$ cat src/rtl/message_read_sched.sv
// Message read scheduler: fetches each stored message's start/end
// addresses from the location store and streams its byte addresses.
module message_read_sched #(
  parameter int DATA_WIDTH  = 5,
  parameter int NUM_MESSAGE = 10,
  parameter int IDX_WIDTH   = 4
) (
  input  logic                  clk,
  input  logic                  rst,
  input  logic                  msg_done_i,
  input  logic [DATA_WIDTH-1:0] loc_data_i,
  input  logic                  addr_ready_i,
  output logic                  re_o,
  output logic                  read_start_o,
  output logic                  read_end_o,
  output logic [IDX_WIDTH-1:0]  read_index_o,
  output logic                  addr_valid_o,
  output logic [DATA_WIDTH-1:0] addr_o,
  output logic                  sop_o,
  output logic                  eop_o,
  output logic [IDX_WIDTH:0]    pending_o,
  output logic                  full_o,
  output logic                  overflow_o
);

  typedef enum logic [1:0] {
    IDLE,
    GET_START,
    GET_END,
    STREAM
  } state_t;

  localparam logic [IDX_WIDTH:0] FULL_CNT =
    (IDX_WIDTH+1)'(NUM_MESSAGE);
  localparam logic [IDX_WIDTH-1:0] LAST_IDX =
    IDX_WIDTH'(NUM_MESSAGE - 1);

  state_t                state_q, state_d;
  logic [IDX_WIDTH:0]    pend_q, pend_d;
  logic [IDX_WIDTH-1:0]  rd_idx_q, rd_idx_d;
  logic [DATA_WIDTH-1:0] cur_q, cur_d;
  logic [DATA_WIDTH-1:0] end_q, end_d;
  logic                  first_q, first_d;
  logic                  endcap_q, endcap_d;
  logic                  ovf_q, ovf_d;
  logic                  last_beat;
  logic                  release_w;

  assign pending_o  = pend_q;
  assign full_o     = (pend_q == FULL_CNT);
  assign overflow_o = ovf_q;

  // Register bank for state, counters and captured addresses
  always_ff @(posedge clk or negedge rst) begin
    if (!rst) begin
      state_q  <= IDLE;
      pend_q   <= '0;
      rd_idx_q <= '0;
      cur_q    <= '0;
      end_q    <= '0;
      first_q  <= 1'b0;
      endcap_q <= 1'b0;
      ovf_q    <= 1'b0;
    end else begin
      state_q  <= state_d;
      pend_q   <= pend_d;
      rd_idx_q <= rd_idx_d;
      cur_q    <= cur_d;
      end_q    <= end_d;
      first_q  <= first_d;
      endcap_q <= endcap_d;
      ovf_q    <= ovf_d;
    end
  end

  // Next-state, read requests and address stream generation
  always_comb begin
    state_d      = state_q;
    rd_idx_d     = rd_idx_q;
    cur_d        = cur_q;
    end_d        = end_q;
    first_d      = first_q;
    endcap_d     = endcap_q;
    re_o         = 1'b0;
    read_start_o = 1'b0;
    read_end_o   = 1'b0;
    read_index_o = '0;
    addr_valid_o = 1'b0;
    addr_o       = '0;
    sop_o        = 1'b0;
    eop_o        = 1'b0;
    last_beat    = 1'b0;
    release_w    = 1'b0;
    unique case (state_q)
      IDLE: begin
        if (pend_q != '0) state_d = GET_START;
      end
      GET_START: begin
        re_o         = 1'b1;
        read_start_o = 1'b1;
        read_index_o = rd_idx_q;
        state_d      = GET_END;
      end
      GET_END: begin
        re_o         = 1'b1;
        read_end_o   = 1'b1;
        read_index_o = rd_idx_q;
        // start data answers the GET_START request now
        cur_d        = loc_data_i;
        first_d      = 1'b1;
        endcap_d     = 1'b1;
        state_d      = STREAM;
      end
      STREAM: begin
        if (endcap_q) begin
          // end data answers the GET_END request now
          end_d    = loc_data_i;
          endcap_d = 1'b0;
        end else begin
          last_beat    = (cur_q == end_q);
          addr_valid_o = 1'b1;
          addr_o       = cur_q;
          sop_o        = first_q;
          eop_o        = last_beat;
          if (addr_ready_i) begin
            cur_d   = cur_q + 1'b1;
            first_d = 1'b0;
            if (last_beat) begin
              release_w = 1'b1;
              state_d   = IDLE;
              rd_idx_d  = (rd_idx_q == LAST_IDX) ?
                '0 : rd_idx_q + 1'b1;
            end
          end
        end
      end
      default: state_d = IDLE;
    endcase
  end

  // Pending count and sticky overflow
  always_comb begin
    pend_d = pend_q;
    ovf_d  = ovf_q;
    if (msg_done_i && !release_w) begin
      if (full_o) ovf_d = 1'b1;
      else pend_d = pend_q + 1'b1;
    end else if (!msg_done_i && release_w) begin
      pend_d = pend_q - 1'b1;
    end
  end

endmodule

$ cat config.mk
export PLATFORM = sky130hd
export DESIGN_NAME = message_read_sched
export DESIGN_NICKNAME = d
export VERILOG_FILES = /design/src/rtl/message_read_sched.sv
export SDC_FILE = /design/constraint.sdc
export NUM_CORES = 1
export LEC_CHECK = 0
export CORE_AREA = 2 2 54 56
export DETAILED_ROUTE_END_ITERATION = 7
export DIE_AREA = 0 0 56 58
export DONT_BUFFER_PORTS = 1
export PLACE_DENSITY = 0.72
export SLEW_MARGIN = 5
export SYNTH_ARGS = -nofsm -noshare
export SYNTH_HDL_FRONTEND = slang
export SYNTH_SLANG_ARGS = --single-unit
$ cat constraint.sdc
create_clock -name clk -period 2.7 [get_ports clk]
set_input_delay 0.54 -clock clk [delete_from_list [all_inputs] [get_ports clk]]
set_output_delay 0.54 -clock clk [all_outputs]
set_load 0.02 [all_outputs]
==> impl_metrics.json <==
{
  "status": "complete, no violations",
  "avgViaCountPerCell": 5.79,
  "fp.dieH_um": 58,
  "cts_max_path_buffers": 2,
  "clock_skew_ns": 0.00138,
  "crit_start": "cur_q[3]",
  "clkSinkCount": 24,
  "end_kind": "flop",
  "internal_power_w": 0.00111,
  "die_w_um": 56,
  "initial_core_util": 0.566,
  "grt_pass1_vias": 1162,
  "crit_fanout": 5,
  "post_drt_wl_per_cell_um": 16.1,
  "routed-via-count": 1054,
  "cp_slowest_cell": "dfrtp_1",
  "pin_count": 31,
  "critPathRequiredTime_ns": 2.91,
  "yosysSeqAreaShare": 0.399,
  "cts_buffers": 3,
  "fin_crit_sh": 0.943,
  "dp_slack_ns": 0.0831,
  "grt_usage": 0.196,
  "io_buffer_count": 0,
  "cts_root_buf": "clkbuf_4",
  "drv_cap": 0,
  "r2r_start": "cur_q[3]",
  "grt_overflow": 0,
  "dieArea_mm2": 0.00325,
  "final_cell_mix": "dfrtp_1 (24), inv_1 (10), mux2i_1 (10), ha_1 (10), and2_1 (9)",
  "cp.arrival_ns": 2.75,
  "netlist_instances": 147,
  "antenna_found_initial": 0,
  "clkPwrFrac": 0.129,
  "totalWireLength_um": 2920,
  "slew_viol_final": 0,
  "p_leak_nw": 0.740,
  "regArea_um2": 601,
  "yosys.cell_types.count": 37,
  "final_nets": 172,
  "comb_power_share": 0.494,
  "insertion_delay_ns": 0.31,
  "timing.rr.end": "pending_o[4]",
  "post-dp-hpwl_um": 2250,
  "relSlewSlack": 0.271,
  "core_mm2": 0.00266,
  "setup_viol_count_final": 0,
  "swShare": 0.445,
  "path_class": "reg2reg",
  "peakVddDrop_mv": 0.649,
  "drt_iter0_markers": 23,
  "yosys_warnings": 0,
  "fin_ws_ns": 0.153,
  "fillCellCount": 226,
  "power.switching_w": 0.000893,
  "num_rows": 19,
  "drc": 0,
  "rsz0062_at_grt": "no",
  "powerDensity_mw_per_mm2": 1240,
  "synth_edf_count": 0,
  "cp-start-kind": "flop",
  "synth_fp_nets": 167,
  "path_cells": "xor2_1 -> nor3_2 -> nand4_1 -> nand2_2 -> inv_1 -> fa_1 -> nand3b_1 -> a21oi_1 -> a2bb2oi_1 -> xnor2_1",
  "diodes": 0,
  "hold-path-cell-count": 1,
  "ys_seq_elements": 24,
  "drive_gt1_frac": 0.146,
  "grt_pass1_wl_um": 5070,
  "grt_max_degree": 25,
  "min_to": "pending_o[3]",
  "synthArstFlopShare": 1.00,
  "min_path_type": "in2reg",
  "firstDrtPassIters": 4,
  "fmax_mhz": 393,
  "setup-tns-final_ns": 0,
  "tightest_slew_ns": 1.09,
  "layout_commonest_cell": "dfrtp_1",
  "pwr-share-seq": 0.378,
  "ys.flop_type": "dfrtp_1",
  "multi_input_area_um2": 845,
  "clkSlewWorstSetupHoldPaths_ns": 0.13,
  "syn-cell-area_mm2": 0.00151,
  "max_stage_delay_ns": 0.46,
  "hold_viol": 0,
  "area_delta_synth_final_pct": 7.14,
  "ant_nets": 0,
  "cts_tree": "built",
  "htreeDepth": 1,
  "period_minus_slack_ns": 2.55,
  "gp_congestion": 0.811,
  "rrSetupSlack_ns": 0.15,
  "rr_worst_depth": 10,
  "hp-start": "msg_done_i",
  "avgSynthCellArea_um2": 10.2
}
==> layout make-up <==
cell class	count	share of cell area
multi-input cells	108	0.523
flip-flops and latches	24	0.372
repair buffers	5	0.0248
well taps	31	0.0240
inverters	10	0.0233
clock inverters	1	0.0186
clock buffers	3	0.0140
==> synthesized netlist by cell type, types with 2 or more instances <==
library cell	instances	share of area
dfrtp_1	24	0.40
ha_1	10	0.083
inv_1	10	0.025
mux2i_1	10	0.066
and2_1	9	0.037
nand2_1	8	0.020
xnor2_1	8	0.047
nor2_1	7	0.017
xor2_1	7	0.041
mux2_2	6	0.045
a21oi_1	5	0.017
nand3_1	5	0.017
nor2b_1	5	0.021
clkbuf_1	4	0.010
nand4_1	3	0.012
o21ai_0	3	0.010
a211oi_1	2	0.010
o22ai_1	2	0.0083
==> critical path: cells and delay by family (launching register included) <==
kind,cells,cell delay (ns)
xor gates and xnor gates,2,0.34
DFF,1,0.46
AOI/OAI and AO/OA,2,0.24
buffers and inverters,1,0.07
adders and majority gates,1,0.39
and+or+nand+nor,4,0.93
==> per-stage QoR <==
step	cell area (µm²)	hold slack (ns)	total power (W)	std cells	utilization
detailed placement	1540	0.245	0.00173	176	0.579
global placement	1540	0.245	0.00168	176	0.579
global route	1610	0.279	0.00217	182	0.606
floorplan	1510	0.244	0.00151	147	-
CTS	1600	0.290	0.00200	181	0.602
finish	1610	0.303	0.00201	182	0.606
==> state kept, by name, indices dropped and copies added (netlist names) <==
name and count:
endcap_q 1, first_q 1, end_q 5, rd_idx_q 4
overflow_o 1, pending_o 5, cur_q 5, state_q 2
==> worst max-delay path by stage <==
stage,slack (ns),end,cells after the start
after floorplan,0.09,pending_o[4],11
after global placement,0.22,pending_o[4],10
after detailed placement,0.08,pending_o[4],10
after CTS,0.05,pending_o[4],10
after global routing,0.02,pending_o[4],10
final,0.15,pending_o[4],10
==> metal layers <==
| metal | part of all wire | GRT usage | vias up |
|---|---|---|---|
| li1 | - | - | 509 |
| met1 | 0.44 | 0.235 | 524 |
| met2 | 0.51 | 0.361 | 19 |
| met3 | 0.042 | 0.0335 | 2 |
| met4 | 0.0055 | 0.0578 | 0 |
| met5 | 0 | 0 | - |
==> power by group through the flow <==
stage / Sequential [W] / Clock [W] / Combinational, W
2_1_floorplan: 0.000710 / 0 / 0.000797
3_3_place_gp: 0.000756 / 0 / 0.000925
3_5_place_dp: 0.000767 / 0 / 0.000964
4_1_cts: 0.000759 / 0.000265 / 0.000979
5_1_grt: 0.000787 / 0.000282 / 0.00110
6_report: 0.000757 / 0.000258 / 0.000990
==> timing repair <==
action | 4_1_cts | 5_1_grt
hold buffers | 1 | 0
resized for setup | 0 | 1
hold endpoints to repair | 24 | 0
endpoints found under the setup margin | 0 | 2
buffers inserted | 0 | 1
==> logic make-up after synthesis <==
family / share of synthesized area
adder cells (fa/ha/maj): 0.0963
XOR/XNOR: 0.0872
AND/OR/NAND/NOR: 0.169
flip-flops: 0.399
buffers and inverters: 0.0424
multiplexers: 0.121
AO/OA/AOI/OAI: 0.0847
Power figures use the tool's default switching activity.
